$ cat src/rtl/pr_bx_sequencer_pkg.sv
// Shared definitions for the ProjectionRouter BX sequencer: the BX width,
// the default cycle budget and the sequencer state encoding.
package pr_bx_sequencer_pkg;

  // Width of the bunch-crossing identifier carried to the ProjectionRouter
  localparam int BX_W = 3;

  // Default cycle budget for one ProjectionRouter run
  localparam int MAX_CYCLES_DEF = 120;

  // Sequencer states
  typedef enum logic [1:0] {
    ST_IDLE = 2'd0,
    ST_RUN  = 2'd1,
    ST_GAP  = 2'd2
  } seq_state_e;

  // Next BX value; the 3-bit field wraps naturally from 7 back to 0
  function automatic logic [BX_W-1:0] bx_inc(input logic [BX_W-1:0] bx);
    return bx + BX_W'(1);
  endfunction

endpackage

$ cat src/rtl/pr_bx_sequencer.sv
// Launches one ProjectionRouter run per BX event, holds one event in reserve
// while a run is active, enforces a cycle budget per run and keeps sticky
// error flags for dropped events, timeouts and BX mismatches on completion.
module pr_bx_sequencer
  import pr_bx_sequencer_pkg::*;
#(
  parameter int              MAX_CYCLES = MAX_CYCLES_DEF,
  parameter logic [BX_W-1:0] BX_INIT    = 3'd0
) (
  input  logic            clk,
  input  logic            reset,
  input  logic            run_en,
  input  logic            ev_valid,
  input  logic            err_clr,
  input  logic            pr_done,
  input  logic [BX_W-1:0] pr_bx_out,
  output logic            en_proc,
  output logic [BX_W-1:0] bx_in,
  output logic            busy,
  output logic            bx_done,
  output logic [BX_W-1:0] bx_done_id,
  output logic            err_overrun,
  output logic            err_timeout,
  output logic            err_bxmis
);

  localparam int              CYC_W    = $clog2(MAX_CYCLES + 1);
  localparam logic [CYC_W-1:0] CYC_ONE  = CYC_W'(1);
  // Counter value in the last permitted RUN cycle; without pr_done there the
  // counter reaches MAX_CYCLES and the run is abandoned.
  localparam logic [CYC_W-1:0] CYC_LAST = CYC_W'(MAX_CYCLES - 1);

  seq_state_e       r_state;
  logic             r_pend;
  logic [CYC_W-1:0] r_cyc;
  logic [BX_W-1:0]  r_bx_cnt;
  logic             r_en_proc;
  logic [BX_W-1:0]  r_bx_in;
  logic             r_busy;
  logic             r_bx_done;
  logic [BX_W-1:0]  r_bx_done_id;
  logic             r_err_overrun;
  logic             r_err_timeout;
  logic             r_err_bxmis;

  logic w_ev_acc;
  logic w_in_run;
  logic w_run_or_gap;
  logic w_tmo_hit;
  logic w_ovr_set;
  logic w_mis_set;

  // Event qualification and error-event detection for the current cycle
  assign w_ev_acc     = ev_valid & run_en;
  assign w_in_run     = (r_state == ST_RUN);
  assign w_run_or_gap = (r_state == ST_RUN) | (r_state == ST_GAP);
  assign w_tmo_hit    = w_in_run & ~pr_done & (r_cyc == CYC_LAST);
  assign w_ovr_set    = w_ev_acc & r_pend & w_run_or_gap;
  assign w_mis_set    = w_in_run & pr_done & (pr_bx_out != r_bx_in);

  // Sequencer FSM with pending slot, cycle budget, BX counter and run outputs
  always_ff @(posedge clk or negedge reset) begin
    if (!reset) begin
      r_state      <= ST_IDLE;
      r_pend       <= 1'b0;
      r_cyc        <= '0;
      r_bx_cnt     <= BX_INIT;
      r_en_proc    <= 1'b0;
      r_bx_in      <= BX_INIT;
      r_busy       <= 1'b0;
      r_bx_done    <= 1'b0;
      r_bx_done_id <= 3'd0;
    end else begin
      r_bx_done <= 1'b0;
      case (r_state)
        ST_IDLE: begin
          if (w_ev_acc) begin
            r_state   <= ST_RUN;
            r_en_proc <= 1'b1;
            r_bx_in   <= r_bx_cnt;
            r_cyc     <= '0;
            r_busy    <= 1'b1;
          end else begin
            r_en_proc <= 1'b0;
            r_busy    <= 1'b0;
          end
          r_pend <= 1'b0;
        end

        ST_RUN: begin
          if (pr_done) begin
            // Normal completion: report the BX that was presented for this run
            r_state      <= ST_GAP;
            r_en_proc    <= 1'b0;
            r_bx_done    <= 1'b1;
            r_bx_done_id <= r_bx_in;
            r_bx_cnt     <= bx_inc(r_bx_cnt);
          end else if (w_tmo_hit) begin
            // Budget exhausted: abandon the run silently and move to the next BX
            r_state   <= ST_GAP;
            r_en_proc <= 1'b0;
            r_bx_cnt  <= bx_inc(r_bx_cnt);
            r_cyc     <= r_cyc + CYC_ONE;
          end else begin
            r_cyc <= r_cyc + CYC_ONE;
          end
          // Losing run_en discards any reserved event; a second event is dropped
          if (!run_en) begin
            r_pend <= 1'b0;
          end else if (ev_valid) begin
            r_pend <= 1'b1;
          end else begin
            r_pend <= r_pend;
          end
          r_busy <= 1'b1;
        end

        ST_GAP: begin
          // An event arriving during the gap is taken as the pending one
          if (run_en && (r_pend || ev_valid)) begin
            r_state   <= ST_RUN;
            r_en_proc <= 1'b1;
            r_bx_in   <= r_bx_cnt;
            r_cyc     <= '0;
            r_busy    <= 1'b1;
          end else begin
            r_state   <= ST_IDLE;
            r_en_proc <= 1'b0;
            r_busy    <= 1'b0;
          end
          r_pend <= 1'b0;
        end

        default: begin
          r_state   <= ST_IDLE;
          r_pend    <= 1'b0;
          r_en_proc <= 1'b0;
          r_busy    <= 1'b0;
        end
      endcase
    end
  end

  // Sticky error flags: a new error event outranks a same-cycle clear
  always_ff @(posedge clk or negedge reset) begin
    if (!reset) begin
      r_err_overrun <= 1'b0;
      r_err_timeout <= 1'b0;
      r_err_bxmis   <= 1'b0;
    end else begin
      r_err_overrun <= w_ovr_set | (r_err_overrun & ~err_clr);
      r_err_timeout <= w_tmo_hit | (r_err_timeout & ~err_clr);
      r_err_bxmis   <= w_mis_set | (r_err_bxmis & ~err_clr);
    end
  end

  assign en_proc     = r_en_proc;
  assign bx_in       = r_bx_in;
  assign busy        = r_busy;
  assign bx_done     = r_bx_done;
  assign bx_done_id  = r_bx_done_id;
  assign err_overrun = r_err_overrun;
  assign err_timeout = r_err_timeout;
  assign err_bxmis   = r_err_bxmis;

endmodule

$ cat config.mk
export PLATFORM = sky130hd
export DESIGN_NAME = pr_bx_sequencer
export DESIGN_NICKNAME = d
export VERILOG_FILES = /design/src/rtl/pr_bx_sequencer_pkg.sv /design/src/rtl/pr_bx_sequencer.sv
export SDC_FILE = /design/constraint.sdc
export NUM_CORES = 1
export LEC_CHECK = 0
export ABC_CLOCK_PERIOD_IN_PS = 3100
export CAP_MARGIN = 20
export CORE_UTILIZATION = 35
export CTS_BUF_LIST = sky130_fd_sc_hd__clkbuf_2
export DETAILED_ROUTE_END_ITERATION = 7
export PLACE_DENSITY = 0.64
export SLEW_MARGIN = 0
export SYNTH_ARGS = -nofsm -noshare
export SYNTH_HDL_FRONTEND = slang
export SYNTH_SLANG_ARGS = --single-unit
export TNS_END_PERCENT = 1
$ cat constraint.sdc
create_clock -name clk -period 3.1 [get_ports clk]
set_clock_uncertainty 0.15 [all_clocks]
set_input_delay 0.62 -clock clk [delete_from_list [all_inputs] [get_ports clk]]
set_output_delay 0.62 -clock clk [all_outputs]
set_load 0.005 [all_outputs]
==> flow_metrics.py <==
metrics = {
    "floorplan": {
        "num_rows": 21,
        "start_util": 0.368,
        "die_w_um": 61.4,
        "coreArea_um2": 3360,
        "num_io_pins": 21,
        "fp.dieH_um": 61.4,
        "die_area_um2": 3770,
    },
    "layout": {
        "syn_to_final_growth_pct": 23.1,
        "fillCellCount": 356,
        "drive_gt1_frac": 0.121,
        "final-seq-area_um2": 626,
        "instances_no_fill": 186,
        "nNetsFinal": 157,
        "multi_input_comb_area_um2": 573,
        "antenna_cells": 0,
    },
    "placed_design": {
        "dp_hpwl_um": 1840,
        "dp_cells": 182,
        "gp_congestion": 0.788,
        "port_buffers": 20,
    },
    "sta": {
        "worst_pin_slew_ps": 459,
        "min_period_ps": 2370,
        "maxSlewHeadroom": 0.694,
        "setup_violations": 0,
        "rsz0062_at_grt": "no",
        "fmax_ghz": 0.421,
        "hold_violations": 0,
        "drv_slew": 0,
        "setup_tns_ps": 0,
        "period_share": 0.766,
    },
    "clock_tree": {
        "root_buffer": "clkbuf_2",
        "clockBufferDepth": 2,
        "cts_tree": "done",
        "clock_sinks": 25,
        "clkTransAtPathRegs_ps": 220,
        "htreeDepth": 1,
        "insertion_delay_ps": 340,
        "cts_setup_buffers": 0,
        "cts_hold_buffers": 0,
        "cts_made_buffers": 3,
        "cts_resized": 0,
    },
    "global_route": {
        "grt_pass1_wl_um": 4160,
        "grt_overflow_total": 0,
        "grt_pass1_vias": 938,
        "antenna_found_initial": 0,
        "grt_max_degree": 26,
        "grt_usage": 0.154,
    },
    "routing": {
        "via_per_inst": 4.96,
        "route.detailed.drc": 0,
        "firstDrtPassIters": 4,
        "postRouteAntennaNets": 0,
        "vias": 923,
        "wirelength_um": 2410,
        "wl_per_cell_um": 13.0,
        "drt_iter0_markers": 48,
    },
    "logic_synthesis": {
        "ys_types": 35,
        "avgSynthCellArea_um2": 10.7,
        "synthTopCellsByCount": "dfrtp_1, nand2_1, mux2_2",
        "synth_edf_count": 0,
        "synth_cells": 116,
        "yosys.area.top_type": "dfrtp_1",
        "yosys_register_bits": 25,
        "synth_warnings": 0,
        "synth.most_common_cell": "dfrtp_1",
        "syn_nets": 132,
        "async_flop_share": 1.00,
        "ys_top_cells_by_area": "dfrtp_1, mux2_2, ha_1",
        "yosysSeqAreaShare": 0.506,
        "dominantRegCellSynth": "dfrtp_1",
        "yosys.area.top_type_share": 0.506,
        "netlist_area_um2": 1240,
    },
    "worst_setup_path": {
        "cp.arrival_ps": 2530,
        "start_kind": "input pin",
        "worstSetupEndpointType": "flop",
        "cp_max_fo": 14,
        "cp_data_required_time_ps": 3250,
        "crit_type": "input pin to flop",
    },
    "pwr": {
        "ir_drop_mv": 0.206,
        "p_leak_nw": 0.658,
        "power.density_nw_per_um2": 773,
    },
    "job": {
        "max_cap_violations": 0,
    },
    "worst_hold_path": {
        "hold_path.class": "flop to flop",
    },
    "status": {
        "outcome": "finished, final reports clean",
    },
}
[layout make-up]
class | count | area share
Multi-Input combinational cell | 81 | 0.377
Clock buffer | 4 | 0.0132
Inverter | 8 | 0.0197
Tap cell | 46 | 0.0378
Timing Repair Buffer | 22 | 0.141
Sequential cell | 25 | 0.411
[cells by family after synthesis]
kind of cell             after synthesis  synth area share
multiplexers                          10            0.0911
XOR/XNOR                               5            0.0354
AO/OA/AOI/OAI                         19             0.106
AND/OR/NAND/NOR                       40             0.160
flip-flops                            25             0.506
adder cells (fa/ha/maj)                7            0.0708
buffers and inverters                 10            0.0304
[power breakdown]
part / switching (W) / internal, W / leakage, nW
registers: 0.0000818 / 0.000432 / 0.319
clock network: 0.0000944 / 0.0000341 / 0.0166
logic: 0.000249 / 0.000284 / 0.323
[placed cells by master, fill, tap and decap left out, types with 2 or more instances in the layout]
master,n
a21oi_1,2
buf_4,2
clkbuf_2,4
clkdlybuf4s50_1,20
dfrtp_1,25
ha_1,7
inv_1,7
mux2_2,9
nand2_1,15
nand3_1,8
nor2_1,5
o21ai_0,2
o21ai_1,3
o221ai_1,3
or4_1,3
xor2_1,4
[path summary, 6_finish.rpt]
| check | startpoint | endpoint | slack, ps | cells past startpoint |
|---|---|---|---|---|
| worst min-delay path | r_bx_cnt[2] | r_bx_cnt[2] | 340 | 1 |
| worst min register to register | r_bx_cnt[2] | r_bx_cnt[2] | 340 | 1 |
| max in group asynchronous | reset | r_pend | 2120 | 2 |
| worst max-delay path | run_en | r_cyc[5] | 730 | 5 |
| worst max register to register | r_state[0] | r_cyc[5] | 780 | 6 |
| min in group asynchronous | reset | r_cyc[2] | 450 | 2 |
[registers in the layout, indices dropped and copies added, names as in the netlist]
signal / cells
bx_done_id: 3
r_bx_cnt: 3
r_pend: 1
en_proc: 1
bx_in: 3
bx_done: 1
r_cyc: 7
err_overrun: 1
r_state: 2
busy: 1
err_timeout: 1
err_bxmis: 1
[critical path: stages]
cell and delay (ps):
clkdlybuf4s50_1 560, o21ai_1 130, a2111o_1 600, or4_1 520, nand3_1 90
[metrics by stage]
stage / worst slack [ps] / utilization / cell area [µm²] / total power (W) / hold slack [ps]
2_1_floorplan: 1100 / - / 1240 / 0.000826 / 174
3_3_place_gp: 434 / 0.446 / 1500 / 0.00104 / 305
3_5_place_dp: 359 / 0.446 / 1500 / 0.00106 / 318
4_1_cts: 742 / 0.452 / 1520 / 0.00119 / 348
5_1_grt: 632 / 0.452 / 1520 / 0.00128 / 370
6_report: 726 / 0.452 / 1520 / 0.00118 / 340
[routing by layer]
layer | vias up | wire (µm) | GRT usage
li1 | 454 | - | -
met1 | 448 | 1090 | 0.191
met2 | 17 | 1230 | 0.261
met3 | 4 | 55 | 0.0315
met4 | 0 | 32 | 0.0667
met5 | - | 0 | 0
Note: power is estimated with default switching activity, not from simulation.
